[src/rtl/uart_tx.sv]
// uart_tx: buffered 8-N-1 UART transmitter with a 2^FIFO_AW-entry FIFO.
// Define UART_TX_PARITY_EN to insert an even-parity bit (8-E-1 frames).
module uart_tx #(
  parameter int CLKS_PER_BIT = 868,
  parameter int FIFO_AW = 4
) (
  input  logic               clk,
  input  logic               rst_n,
  input  logic [7:0]         tx_data,
  input  logic               tx_valid,
  output logic               tx_ready,
  output logic               tx_busy,
  output logic [FIFO_AW:0]   fifo_count,
  output logic               txd
);
`ifdef UART_TX_PARITY_EN
  typedef enum logic [2:0] {IDLE, START, DATA, PARITY, STOP} state_t;
`else
  typedef enum logic [1:0] {IDLE, START, DATA, STOP} state_t;
`endif
  localparam logic [15:0] LAST = 16'(CLKS_PER_BIT - 1);
  localparam logic [FIFO_AW:0] ONE = (FIFO_AW + 1)'(1);
  state_t state_q, state_d;
  logic [15:0] cnt_q, cnt_d;
  logic [2:0] bit_q, bit_d;
  logic [7:0] shift_q, shift_d;
  logic txd_q, txd_d;
  logic [FIFO_AW:0] wptr_q, wptr_d, rptr_q, rptr_d;
  logic [7:0] mem [2**FIFO_AW];
  logic [7:0] head;
  logic empty, full, push, pop, tick;
`ifdef UART_TX_PARITY_EN
  logic par_q, par_d;
`endif
  assign empty = wptr_q == rptr_q;
  assign full = (wptr_q[FIFO_AW] != rptr_q[FIFO_AW]) && (wptr_q[FIFO_AW-1:0] == rptr_q[FIFO_AW-1:0]);
  assign push = tx_valid && !full;
  assign tick = cnt_q == LAST;
  assign head = mem[rptr_q[FIFO_AW-1:0]];
  assign tx_ready = !full;
  assign tx_busy = !empty || state_q != IDLE;
  assign fifo_count = wptr_q - rptr_q;
  assign txd = txd_q;
  always_comb begin
    state_d = state_q;
    cnt_d = tick ? '0 : cnt_q + 16'd1;
    bit_d = bit_q;
    shift_d = shift_q;
    pop = 1'b0;
    case (state_q)
      IDLE: begin
        cnt_d = '0;
        pop = !empty;
        state_d = empty ? IDLE : START;
      end
      START: state_d = tick ? DATA : START;
      DATA: if (tick) begin
        shift_d = shift_q >> 1;
        bit_d = bit_q + 3'd1;
`ifdef UART_TX_PARITY_EN
        if (bit_q == 3'd7) state_d = PARITY;
`else
        if (bit_q == 3'd7) state_d = STOP;
`endif
      end
`ifdef UART_TX_PARITY_EN
      PARITY: state_d = tick ? STOP : PARITY;
`endif
      STOP: if (tick) begin
        // back-to-back frames: reload straight into START with no idle bit
        pop = !empty;
        state_d = empty ? IDLE : START;
      end
      default: state_d = IDLE;
    endcase
    if (pop) shift_d = head;
    wptr_d = push ? wptr_q + ONE : wptr_q;
    rptr_d = pop ? rptr_q + ONE : rptr_q;
`ifdef UART_TX_PARITY_EN
    par_d = pop ? ^head : par_q;
    txd_d = state_d == START ? 1'b0 : state_d == DATA ? shift_d[0] : state_d == PARITY ? par_d : 1'b1;
`else
    txd_d = state_d == START ? 1'b0 : state_d == DATA ? shift_d[0] : 1'b1;
`endif
  end
  always_ff @(posedge clk or negedge rst_n) begin
    if (!rst_n) begin
      state_q <= IDLE;
      cnt_q <= '0;
      bit_q <= '0;
      shift_q <= '0;
      txd_q <= 1'b1;
      wptr_q <= '0;
      rptr_q <= '0;
`ifdef UART_TX_PARITY_EN
      par_q <= 1'b0;
`endif
    end else begin
      state_q <= state_d;
      cnt_q <= cnt_d;
      bit_q <= bit_d;
      shift_q <= shift_d;
      txd_q <= txd_d;
      wptr_q <= wptr_d;
      rptr_q <= rptr_d;
`ifdef UART_TX_PARITY_EN
      par_q <= par_d;
`endif
    end
  end
  always_ff @(posedge clk) begin
    if (push) mem[wptr_q[FIFO_AW-1:0]] <= tx_data;
  end
endmodule

[config.mk]
export PLATFORM = sky130hd
export DESIGN_NAME = uart_tx
export DESIGN_NICKNAME = d
export VERILOG_FILES = /design/src/rtl/uart_tx.sv
export SDC_FILE = /design/constraint.sdc
export NUM_CORES = 1
export LEC_CHECK = 0
export ABC_AREA = 1
export CAP_MARGIN = 20
export CORE_MARGIN = 1
export CORE_UTILIZATION = 29
export DETAILED_ROUTE_END_ITERATION = 6
export MAX_ROUTING_LAYER = met4
export SLEW_MARGIN = 5
export SYNTH_ARGS = -nofsm -noshare
export SYNTH_HDL_FRONTEND = slang
export SYNTH_SLANG_ARGS = --single-unit
export TNS_END_PERCENT = 20
[constraint.sdc]
create_clock -name clk -period 5.9 [get_ports clk]
set_clock_uncertainty 0.1 [all_clocks]
set_input_delay 1.18 -clock clk [delete_from_list [all_inputs] [get_ports clk]]
set_output_delay 1.18 -clock clk [all_outputs]
set_load 0.01 [all_outputs]
# Yosys cells after proc, flatten, opt, wreduce, memory -nomap -nowiden
# Memory sizes are Yosys's and may differ from the RTL's.
# Index checks and enable logic that the tools add are counted.
word_totals:
  ramBits: 128
  regBits: 40
  input_bits: 11
  mem_count: 1
op_classes:
  n_eq_ne: 10
  muxes: 17
  reduce_logical: 11
  add_sub_neg: 5
mem_list:
  columns: ["name", "words", "word_bits", "rd", "rd_ports_with_merged_regs", "wr", "line", "text"]
  rows:
  - ["mem", 16, 8, 1, 0, 1, "29", "logic [7:0] mem [2**FIFO_AW];"]
ops:
  columns: ["operator", "n"]
  rows:
  - ["two-way mux 16 bit", 2]
  - ["two-way mux 8 bit", 3]
  - ["adder 16 x 1 -> 16 bit (second input constant)", 1]
  - ["== test 16 x 10 -> 1 bit (second input constant)", 1]
  - ["adder 5 x 1 -> 5 bit (second input constant)", 2]
  - ["two-way mux 2 bit", 4]
  - ["case mux 2 bit (4 select lines)", 1]
  - ["== test 2 bit (second input constant)", 3]
  - ["two-way mux 1 bit", 6]
  - ["nonzero test 2 bit", 3]
  - ["== test 5 bit", 1]
  - ["subtractor 5 bit", 1]
  - ["== test 2 x 1 -> 1 bit (second input constant)", 2]
  - ["== test 4 bit", 1]
  - ["AND reduction 2 bit", 2]
  - ["adder 3 x 1 -> 3 bit (second input constant)", 1]
  - ["== test 3 bit (second input constant)", 1]
  - ["logical AND 1 bit", 2]
  - ["logical NOT 1 bit", 2]
  - ["logical NOT 2 bit", 1]
  - ["case mux 1 bit (2 select lines)", 1]
  - ["logical OR 1 bit", 1]
  - ["!= test 1 bit", 1]

# Logic depth before layout (Yosys ltp)
# Gate-level depths: netlist of run 1.
logic_depth:
  depth_word: 7
  depth_mapped: 14

# Least setup slack after synthesis of run 1
# No wires, ideal clock.
synth_timing:
  path_kind: "reg2out"
  start: "reg rptr_q[1]"
  end: "out fifo_count[3]"
  n_path_buf: 2
  stages_incl_launch_ff: 8
  arrival_ns: 1.524
  slack_ns: 3.096
  cell_sequence: "dfrtp_1 -> buf_2 -> inv_1 -> buf_2 -> ha_1 -> nand2_1 -> o21ai_0 -> xor2_1"
synth_between:
  elab_chain_len: 1
synth_rtl:
  columns: ["item", "line", "text"]
  rows:
  - ["from (decl)", "28", "logic [FIFO_AW:0] wptr_q, wptr_d, rptr_q, rptr_d;"]
  - ["from (signal assigned)", "105", "rptr_q <= rptr_d;"]
  - ["subtractor 5 bit", "42", "assign fifo_count = wptr_q - rptr_q;"]
  - ["to (decl)", "13", "output logic [FIFO_AW:0] fifo_count,"]
# No other way between the ends.

# Final worst setup path of run 1
layout_timing:
  start: "reg rptr_q[2]"
  end: "out fifo_count[3]"
# The elaborated chain is that of the path after synthesis.

==> results.md, run 1 <==
- Worst Hold Launch: cnt_q[0]$_DFF_PN0_
- Die area: 26400 um2
- Wire length of the first global-routing pass: 26.5 mm
- Site Rows: 58
- Drt pass-1 iters: 5
- Antenna Cells: 0
- Vias/cell: 4.66
- Hold Buf Count CTS: 0
- Largest stage delay, worst path: around 0.7 ns
- Minimum clock period: 4.03 ns
- Root Driver: clkbuf_16
- Wirelength, routed: ~16 mm
- Critical R2R Launch: rptr_q[2]$_DFFE_PN0N_
- Period utilisation layout: 0.683
- Min Hold Slack: 0.358 ns
- Seq/Total Area, Yosys: 0.649
- Mean area per synthesized cell: 10.8 um2
- Unrepaired setup endpoints after global routing: false
- Hold Path End: cnt_q[0]$_DFF_PN0_
- Netlist cell types: 38
- Startpoint types: flop
- Sw frac: 0.272
- H-tree depth: 4
- CP max-delay cell: dfrtp_1
- Placement Cell Area: between 7000 and 8000 um2
- GRT Util Overall: 0.136
- Final setup margin: 1.87 ns
- Post-layout util: 0.338
- Status: complete, no violations
- PortBufs: 18
- Clock power frac: 0.370
- Reg power frac: 0.496
- Post-DP HPWL: 10.6 mm
- Maximum clock rate: 248 MHz
- CP top delay family: buffers and inverters
- Least-Margin Pin Slew: 0.926 ns
- Wire per inst: between 15 and 20 um
- Worst IR Drop VDD: 0.000283 V
- # DRC: 0
- Clk_lat worst skew: 0.43 ns
- Synth warn: 0
- Power Density: between 300 and 400 nW/um2
- DRT antenna net count: 0
- Area grow syn2layout: 14.3%
- Register-to-Register Path Depth: 9
- Initial antenna violation count: 0
- Reg2reg setup slack: 2.75 ns
- Net count, final: 735
- Vias: 4888
- Syn Inst Count: ~690
- Final count of hold timing violations: 0
- Post-CTS Repair Setup Buffers: 0
- Worst hold path depth: 1
- Setup TNS: 0 ns
- Class of the worst hold path: flop to flop
- Gp weighted congestion: 0.897
- Seq cells post-synth: 168
- Crit path required time: ~4.6 ns
- Leakage dissipation: 0.00321 uW
- CTS Buf Count: 17
- Switch Pwr: 778 uW
- Pins Over Slew Limit: 0
- Post-synth EDFFs: 128
- RR Endpoint: mem[13][3]$_DFFE_PP_
- CP Launch Point: rptr_q[2]$_DFFE_PN0N_
- Critical path endpoint category: primary output
- CTS clk-pin slew, worst paths: 0.07 ns
- Fillers: 2542
- IO Pins: 19
- Sink Count: 168
- Worst slack, placed: about 2.4 ns
- Worst-path fanout max: 17
- Starting Density: 0.296
- CTS resizes: 0
- P_int: 2090 uW
- Die Width: around 160 um
- Max Cap Viol: 0
- Number of global-route vias before repair: 4911
- Die H: 163 um
- Critical path cell sequence: inv_1 -> ha_1 -> nand2_1 -> o21ai_0 -> xor2_1 -> clkdlybuf4s50_1
- Final Setup Violations: 0
- Top FF cell, synth: edfxtp_1
- Core Area: between 20000 and 30000 um2
- Sequential cell area: around 4800 um2
- Arrival time at the worst endpoint: 2.75 ns
- Clk buf depth: 2
- Largest net degree at the start of global routing: 68
- Multi-input logic area: between 2000 and 2500 um2
- TritonCTS clock tree: yes
- CP Class: flop to primary output
- Worst slew margin: 0.382
- Layout cells sized above 1: 0.0890
- Combinational power share: 0.134
- Design area: 8540 um2
- Initial DRC Count: around 390
- Asr flop ratio synth: 0.238
- Total grt overflow: 0
- Post-Syn Nets: slightly above 700
- Bufs and invs on worst path: 2
- Mapped cell area: 7470 um2
[power groups by stage]
stage          Combinational, uW  Clock, uW  Sequential (uW)
6_report                     384       1060             1420
5_1_grt                      429       1130             1430
2_1_floorplan                219          0             1430
3_3_place_gp                 385          0             1440
4_1_cts                      387       1080             1420
3_5_place_dp                 386          0             1450
[worst reg2reg max path, stage by stage (launching register included)]
cell and delay (ns):
dfrtp_1 0.69, inv_1 0.21, ha_1 0.40, nand4_1 0.18
inv_1 0.05, nand2_1 0.07, nand2_1 0.10, inv_2 0.13
nand2_1 0.20, nor2_1 0.64
[registers in the layout, indices dropped and copies added (netlist names)]
signal   cells
mem        128
bit_q        3
wptr_q       5
shift_q      8
cnt_q       16
rptr_q       5
state_q      2
txd          1
[worst max path at each step]
stage,end,slack [ns],depth (start not counted)
6_report,fifo_count[3],1.87,6
5_1_grt,tx_busy,1.69,6
4_1_cts,fifo_count[3],1.89,6
3_5_place_dp,fifo_count[3],2.35,6
3_3_place_gp,fifo_count[3],2.39,6
2_1_floorplan,fifo_count[3],3.10,7
[cell usage after synthesis, types with 6 or more instances]
cell / instances / share of area
buf_2: 18 / 0.012
dfrtp_1: 39 / 0.13
o21ai_0: 56 / 0.038
nor2_2: 7 / 0.0059
a21oi_1: 15 / 0.010
nand3_1: 39 / 0.026
clkbuf_1: 6 / 0.0030
nor3_1: 6 / 0.0040
xor2_1: 12 / 0.014
nor2_1: 101 / 0.051
ha_1: 17 / 0.028
inv_1: 53 / 0.027
nand2_1: 121 / 0.061
o22ai_1: 12 / 0.010
edfxtp_1: 128 / 0.51
nand2_2: 6 / 0.0050
o211ai_1: 12 / 0.012
[cell usage in the layout (no fill, tap or decap), types with 3 or more instances in the layout]
master	instances
a21oi_1	15
buf_4	3
clkbuf_16	17
clkdlybuf4s50_1	17
clkinv_1	3
dfrtp_1	38
edfxtp_1	128
ha_1	17
inv_1	52
inv_2	5
inv_6	5
inv_8	4
nand2_1	121
nand2_2	6
nand3_1	39
nand3_2	4
nand4_1	4
nor2_1	101
nor2_2	7
nor3_1	6
o211ai_1	12
o21a_1	4
o21ai_0	56
o22ai_1	12
xnor2_1	4
xor2_1	12
[cells by family after synthesis]
group           synth area share
compound gates            0.0819
fa+ha+maj                 0.0312
simple gates               0.173
xor+xnor                  0.0188
flops                      0.649
buf+inv                   0.0467
[area by class of cell]
class / count / area share
well taps: 330 / 0.0484
clock inverters: 14 / 0.0154
clock buffers: 18 / 0.0503
repair buffers: 22 / 0.0255
flip-flops and latches: 168 / 0.568
multi-input cells: 438 / 0.267
inverters: 59 / 0.0259
[layer usage]
metal	track usage	part of all wire
met5	-	0
met4	0.0416	0.012
met3	0.0275	0.053
met2	0.216	0.47
met1	0.175	0.46
[stage by stage]
stage,cells,power (uW)
2_1_floorplan,691,1650
3_3_place_gp,1016,1830
3_5_place_dp,1016,1830
4_1_cts,1048,2890
5_1_grt,1049,2990
6_report,1049,2860
Note: power is estimated with default switching activity, not from simulation.
==> run 2: changes to the inputs <==
==> constraint.sdc (replaced) <==
create_clock -name clk -period 4.2 [get_ports clk]
set_clock_uncertainty 0.1 [all_clocks]
set_input_delay 0.84 -clock clk [delete_from_list [all_inputs] [get_ports clk]]
set_output_delay 0.84 -clock clk [all_outputs]
set_load 0.01 [all_outputs]
==> run 2 against run 1 <==
  * Clock power grew 48%
  * Register-to-register slack got worse by 1.5 ns
  * Highest routed layer unchanged
  * Non-clock buffer count is 1 higher
  * Core utilization increased by 0.18 points
  * Power increased by 44%
  * Largest power group unchanged
  * Design area rose by 0.53%
  * Final cell count about the same
==> results.md, run 2 (synthesis gave the netlist of run 1 again) <==
- Status: complete, no violations
- Sink Count: 168
- Arrival time at the worst endpoint: 2.49 ns
- Net count, final: roughly 740
- CP Class: flop to primary output
- RR Endpoint: mem[12][7]$_DFFE_PP_
- Critical Path End: fifo_count[4]
- CTS resizes: 0
- Minimum clock period: 3.43 ns
- Crit path required time: 3.26 ns
- Setup TNS: 0 ns
- Final Setup Violations: 0
- Max reg flops: 128
- Clk_lat worst skew: 0.43 ns
- # DRC: 0
- Vias: 4920
- CP Launch Point: wptr_q[0]$_DFFE_PN0P_
- Wire per inst: 15.7 um
- Post-CTS Repair Setup Buffers: 0
- Period utilisation layout: 0.816
- Antenna Cells: 0
- Initial DRC Count: 412
- Wire length of the first global-routing pass: about 26 mm
- Root Driver: clkbuf_16
- CTS clk-pin slew, worst paths: 0.07 ns
- Wirelength, routed: 16.5 mm
- Leading cell type in the layout, fill and taps excluded: edfxtp_1
- Vias/cell: 4.69
- Worst IR Drop VDD: 0.000364 V
- Startpoint types: flop
- Reg2reg setup slack: roughly 1.3 ns
- Total grt overflow: 0
- Dpl cells: 1017
- Critical R2R Launch: rptr_q[2]$_DFFE_PN0N_
- Post-DP HPWL: 10.7 mm
- Number of global-route vias before repair: 4728
- Pins Over Slew Limit: 0
- Worst slew margin: 0.394
- Non-filler cells, final: 1050
- Max Cap Viol: 0
- Initial antenna violation count: 0
- Commonest cells after routing, fill and taps aside: edfxtp_1, nand2_1, nor2_1
- Leakage dissipation: 0.00323 uW
- Die Width: about 160 um
- CTS Buf Count: 17
- GRT Util Overall: 0.136
- Critical path endpoint category: primary output
- Clk buf depth: 2
- Register-to-Register Path Depth: 10
- Die area: about 26000 um2
- Starting Density: 0.296
- TritonCTS clock tree: yes
- IO Pins: 19
- Core Area: ~25000 um2
- Unrepaired setup endpoints after global routing: false
- Largest net degree at the start of global routing: 67
- PortBufs: 18
- Worst-path fanout max: 4
- Gp weighted congestion: 0.836
- Die H: 163 um
- Drt pass-1 iters: 5
- Pwr Total: 4120 uW
- Power Density: 481 nW/um2
- Area grow syn2layout: 14.9%
- Maximum clock rate: 292 MHz
- Class of the worst hold path: flop to flop
- Final count of hold timing violations: 0
- Hold Buf Count CTS: 0
- Layout cells sized above 1: 0.0931
- Least-Margin Pin Slew: slightly above 0.9 ns
- H-tree depth: 4
- DRT antenna net count: 0
- Site Rows: 58
-- run 2: cell types whose count changed in the layout (fill, tap and decap cells not counted), sizes merged --
cell	previous run	this run
clkinv	7	5
buf	5	6
bufinv	0	1
clkbuf	18	17
clkinvlp	0	1
inv	66	67
-- run 2: layout make-up --
class | instances | area [um2]
Multi-Input combinational cell | 438 | 2280
Tap cell | 330 | 413
Inverter | 59 | 221
Fill cell | 2539 | 16700
Timing Repair Buffer | 23 | 225
Clock buffer | 17 | 425
Sequential cell | 168 | 4850
Clock inverter | 15 | 173
-- run 2: metal layers --
layer | global-route usage | vias to the layer above | part of all wire
li1 | - | 2389 | -
met1 | 0.183 | 2374 | 0.46
met2 | 0.206 | 135 | 0.47
met3 | 0.0280 | 22 | 0.056
met4 | 0.0407 | 0 | 0.017
met5 | - | - | 0
-- run 2: worst max-delay path, stage by stage, from the launching register on --
cell and delay (ns):
dfrtp_1 0.40, inv_1 0.12, ha_1 0.24, fa_1 0.41, o21ai_0 0.22, xnor2_1 0.14, clkdlybuf4s50_1 0.55
-- run 2: worst min path at each step --
stage                  startpoint  cells after the start            endpoint  slack (ns)
2_1_floorplan  cnt_q[0]$_DFF_PN0_                      1  cnt_q[0]$_DFF_PN0_        0.33
5_1_grt        cnt_q[0]$_DFF_PN0_                      1  cnt_q[0]$_DFF_PN0_        0.40
3_3_place_gp   cnt_q[0]$_DFF_PN0_                      1  cnt_q[0]$_DFF_PN0_        0.35
6_report       cnt_q[0]$_DFF_PN0_                      1  cnt_q[0]$_DFF_PN0_        0.36
3_5_place_dp   cnt_q[0]$_DFF_PN0_                      1  cnt_q[0]$_DFF_PN0_        0.36
4_1_cts        cnt_q[0]$_DFF_PN0_                      1  cnt_q[0]$_DFF_PN0_        0.37
-- run 2: through the flow --
step           utilization  setup slack (ns)  area (um2)  hold WS, ns
2_1_floorplan            -              1.70        7470        0.333
3_3_place_gp         0.315              1.25        7960        0.351
3_5_place_dp         0.315              1.21        7960        0.357
4_1_cts              0.339             0.750        8560        0.367
5_1_grt              0.340             0.576        8580        0.396
6_report             0.340             0.774        8580        0.361
-- run 2: where the power goes --
part	leakage [uW]	switching, uW	internal (uW)
logic	0.00128	347	209
registers	0.00166	56.6	1940
clock network	0.000293	717	852
==> run 3: changes to the inputs <==
==> constraint.sdc (replaced) <==
create_clock -name clk -period 3.15 [get_ports clk]
set_clock_uncertainty 0.1 [all_clocks]
set_input_delay 0.63 -clock clk [delete_from_list [all_inputs] [get_ports clk]]
set_output_delay 0.63 -clock clk [all_outputs]
set_load 0.01 [all_outputs]
==> run 3 against run 2 <==
  * Core utilization up 0.53 points
  * Wire length down 0.61%
  * Sequential share of layout area down 0.86 points
  * Power up 33%
  * Worst hold slack worse by 0.15 ns
  * Critical path depth down 1
  * Flip-flop and latch count unchanged
  * Setup slack worse by 0.64 ns
  * Combinational power up 39%
  * Final cell count up 1.8%
  * Register-to-register slack worse by 0.73 ns
  * Critical endpoint is now fifo_count[2]
  * Largest cell class unchanged
  * Highest routed layer unchanged
==> results.md, run 3 (synthesis gave the netlist of run 1 again) <==
- Status: complete, no violations
- Max reg flops: 128
- Leading cell type in the layout, fill and taps excluded: edfxtp_1
- Net count, final: 755
- Minimum clock period: 3.02 ns
- Die area: 26400 um2
- Root Driver: clkbuf_16
- Placement Cell Area: 8110 um2
- Final setup margin: 0.132 ns
- Total grt overflow: 0
- Post-DP HPWL: 10.7 mm
- Period utilisation layout: 0.958
- DRT antenna net count: 0
- Maximum clock rate: 331 MHz
- Wire length of the first global-routing pass: around 27 mm
- CP Class: flop to primary output
- Area grow syn2layout: 16.6%
- Worst slack, placed: 0.364 ns
- Layout cells sized above 1: 0.119
- Class of the worst hold path: primary input to async pin
- Register-to-Register Path Depth: 9
- Worst slew margin: 0.399
- Sink Count: 168
- # DRC: 0
- Leakage dissipation: between 0.003 and 0.004 uW
- Commonest cells after routing, fill and taps aside: edfxtp_1, nand2_1, nor2_1
- Crit path required time: 2.42 ns
- Vias: approximately 5000
- Die Width: 163 um
- Wire per inst: 15.4 um
- Site Rows: 58
- Bufs and invs on worst path: 2
- Clk buf depth: 2
- Drt pass-1 iters: 5
- CTS Buf Count: 17
- H-tree depth: 4
- Critical path cell sequence: inv_1 -> ha_1 -> fa_1 -> xnor2_1 -> clkdlybuf4s50_1
- Worst IR Drop VDD: 0.000543 V
- RR Endpoint: mem[15][2]$_DFFE_PP_
- Unrepaired setup endpoints after global routing: false
- Power Density: roughly 630 nW/um2
- Worst-path fanout max: 4
- CP max-delay cell: clkdlybuf4s50_1
- Initial DRC Count: roughly 500
- Arrival time at the worst endpoint: 2.29 ns
- Antenna Cells: 0
- Final count of hold timing violations: 0
- Core Area: 25300 um2
- Initial antenna violation count: 0
- Setup TNS: 0 ns
- TritonCTS clock tree: yes
- Pwr Total: 5490 uW
- Pins Over Slew Limit: 0
- Die H: 163 um
- PortBufs: 18
- Number of global-route vias before repair: 4894
- IO Pins: 19
- Starting Density: 0.296
- Final Setup Violations: 0
- GRT Util Overall: 0.137
- Max Cap Viol: 0
- Design area: just under 9000 um2
- Critical R2R Launch: rptr_q[3]$_DFFE_PN0N_
- Clk_lat worst skew: ~0.43 ns
- Gp weighted congestion: roughly 0.86
- CP top delay family: buffers and inverters
- Startpoint types: flop
- Wirelength, routed: 16.4 mm
- Least-Margin Pin Slew: 0.901 ns
- Largest stage delay, worst path: between 0.5 and 0.6 ns
- Critical path endpoint category: primary output
- Largest net degree at the start of global routing: 68
- Critical path depth: 5
- Vias/cell: 4.65
- CTS clk-pin slew, worst paths: 0.07 ns
- Reg2reg setup slack: 0.57 ns
-- run 3: cell types whose count changed in the layout (fill, tap and decap cells not counted), sizes merged --
cell           before  now
buf                 6   25
clkinv              5    8
inv                67   65
clkdlybuf4s50      17   16
clkinvlp            1    0
dlygate4sd2         0    1
-- run 3: final cells by class --
| cell class | instances | area [um2] |
|---|---|---|
| fill | 2516 | 16500 |
| sequential | 168 | 4850 |
| multi-input combinational | 438 | 2280 |
| clock buffer | 17 | 425 |
| tap | 330 | 413 |
| timing repair buffer | 42 | 367 |
| inverter | 59 | 221 |
| clock inverter | 15 | 161 |
-- run 3: metrics by stage --
step	hold WS (ns)	util	instances
final	0.215	0.345	1069
after global routing	0.290	0.345	1069
after CTS	0.252	0.344	1067
after detailed placement	0.361	0.321	1035
after global placement	0.351	0.321	1035
after floorplan	0.234	-	691
-- run 3: how the worst max path moves through the flow --
stage | startpoint | to | slack (ns)
after floorplan | rptr_q[1]$_DFFE_PN0N_ | mem[0][0]$_DFFE_PP_ | 0.65
after global placement | wptr_q[0]$_DFFE_PN0P_ | fifo_count[4] | 0.38
after detailed placement | wptr_q[0]$_DFFE_PN0P_ | fifo_count[4] | 0.36
after CTS | rptr_q[2]$_DFFE_PN0N_ | fifo_count[3] | 0.08
after global routing | rptr_q[3]$_DFFE_PN0N_ | tx_busy | 0.03
final | wptr_q[0]$_DFFE_PN0P_ | fifo_count[2] | 0.13
-- run 3: layer usage --
metal,wire length (um),vias to the layer above,part of all wire,global-route usage
met5,0,-,0,-
met3,527,14,0.032,0.0214
li1,-,2427,-,-
met4,165,0,0.010,0.0437
met1,7950,2426,0.48,0.182
met2,7770,101,0.47,0.215
-- run 3: power by group --
part	internal (uW)	leakage (uW)	switching (uW)
logic	310	0.00138	463
clock network	1130	0.000294	942
registers	2590	0.00166	66.8
-- run 3: worst reg2reg max path: cells and delay by family (launching register included) --
| family | cells | cell delay, ns |
|---|---|---|
| AND/OR/NAND/NOR | 5 | 1.01 |
| flip-flops | 1 | 0.41 |
| buffers and inverters | 3 | 0.37 |
| adder cells (fa/ha/maj) | 1 | 0.33 |
-- run 3: what timing repair did --
action | CTS | global route
pin swaps | 0 | 0
setup buffers | 0 | 2
resized for setup | 2 | 2
endpoints found under the setup margin | 1 | 3
hold buffers | 0 | 0
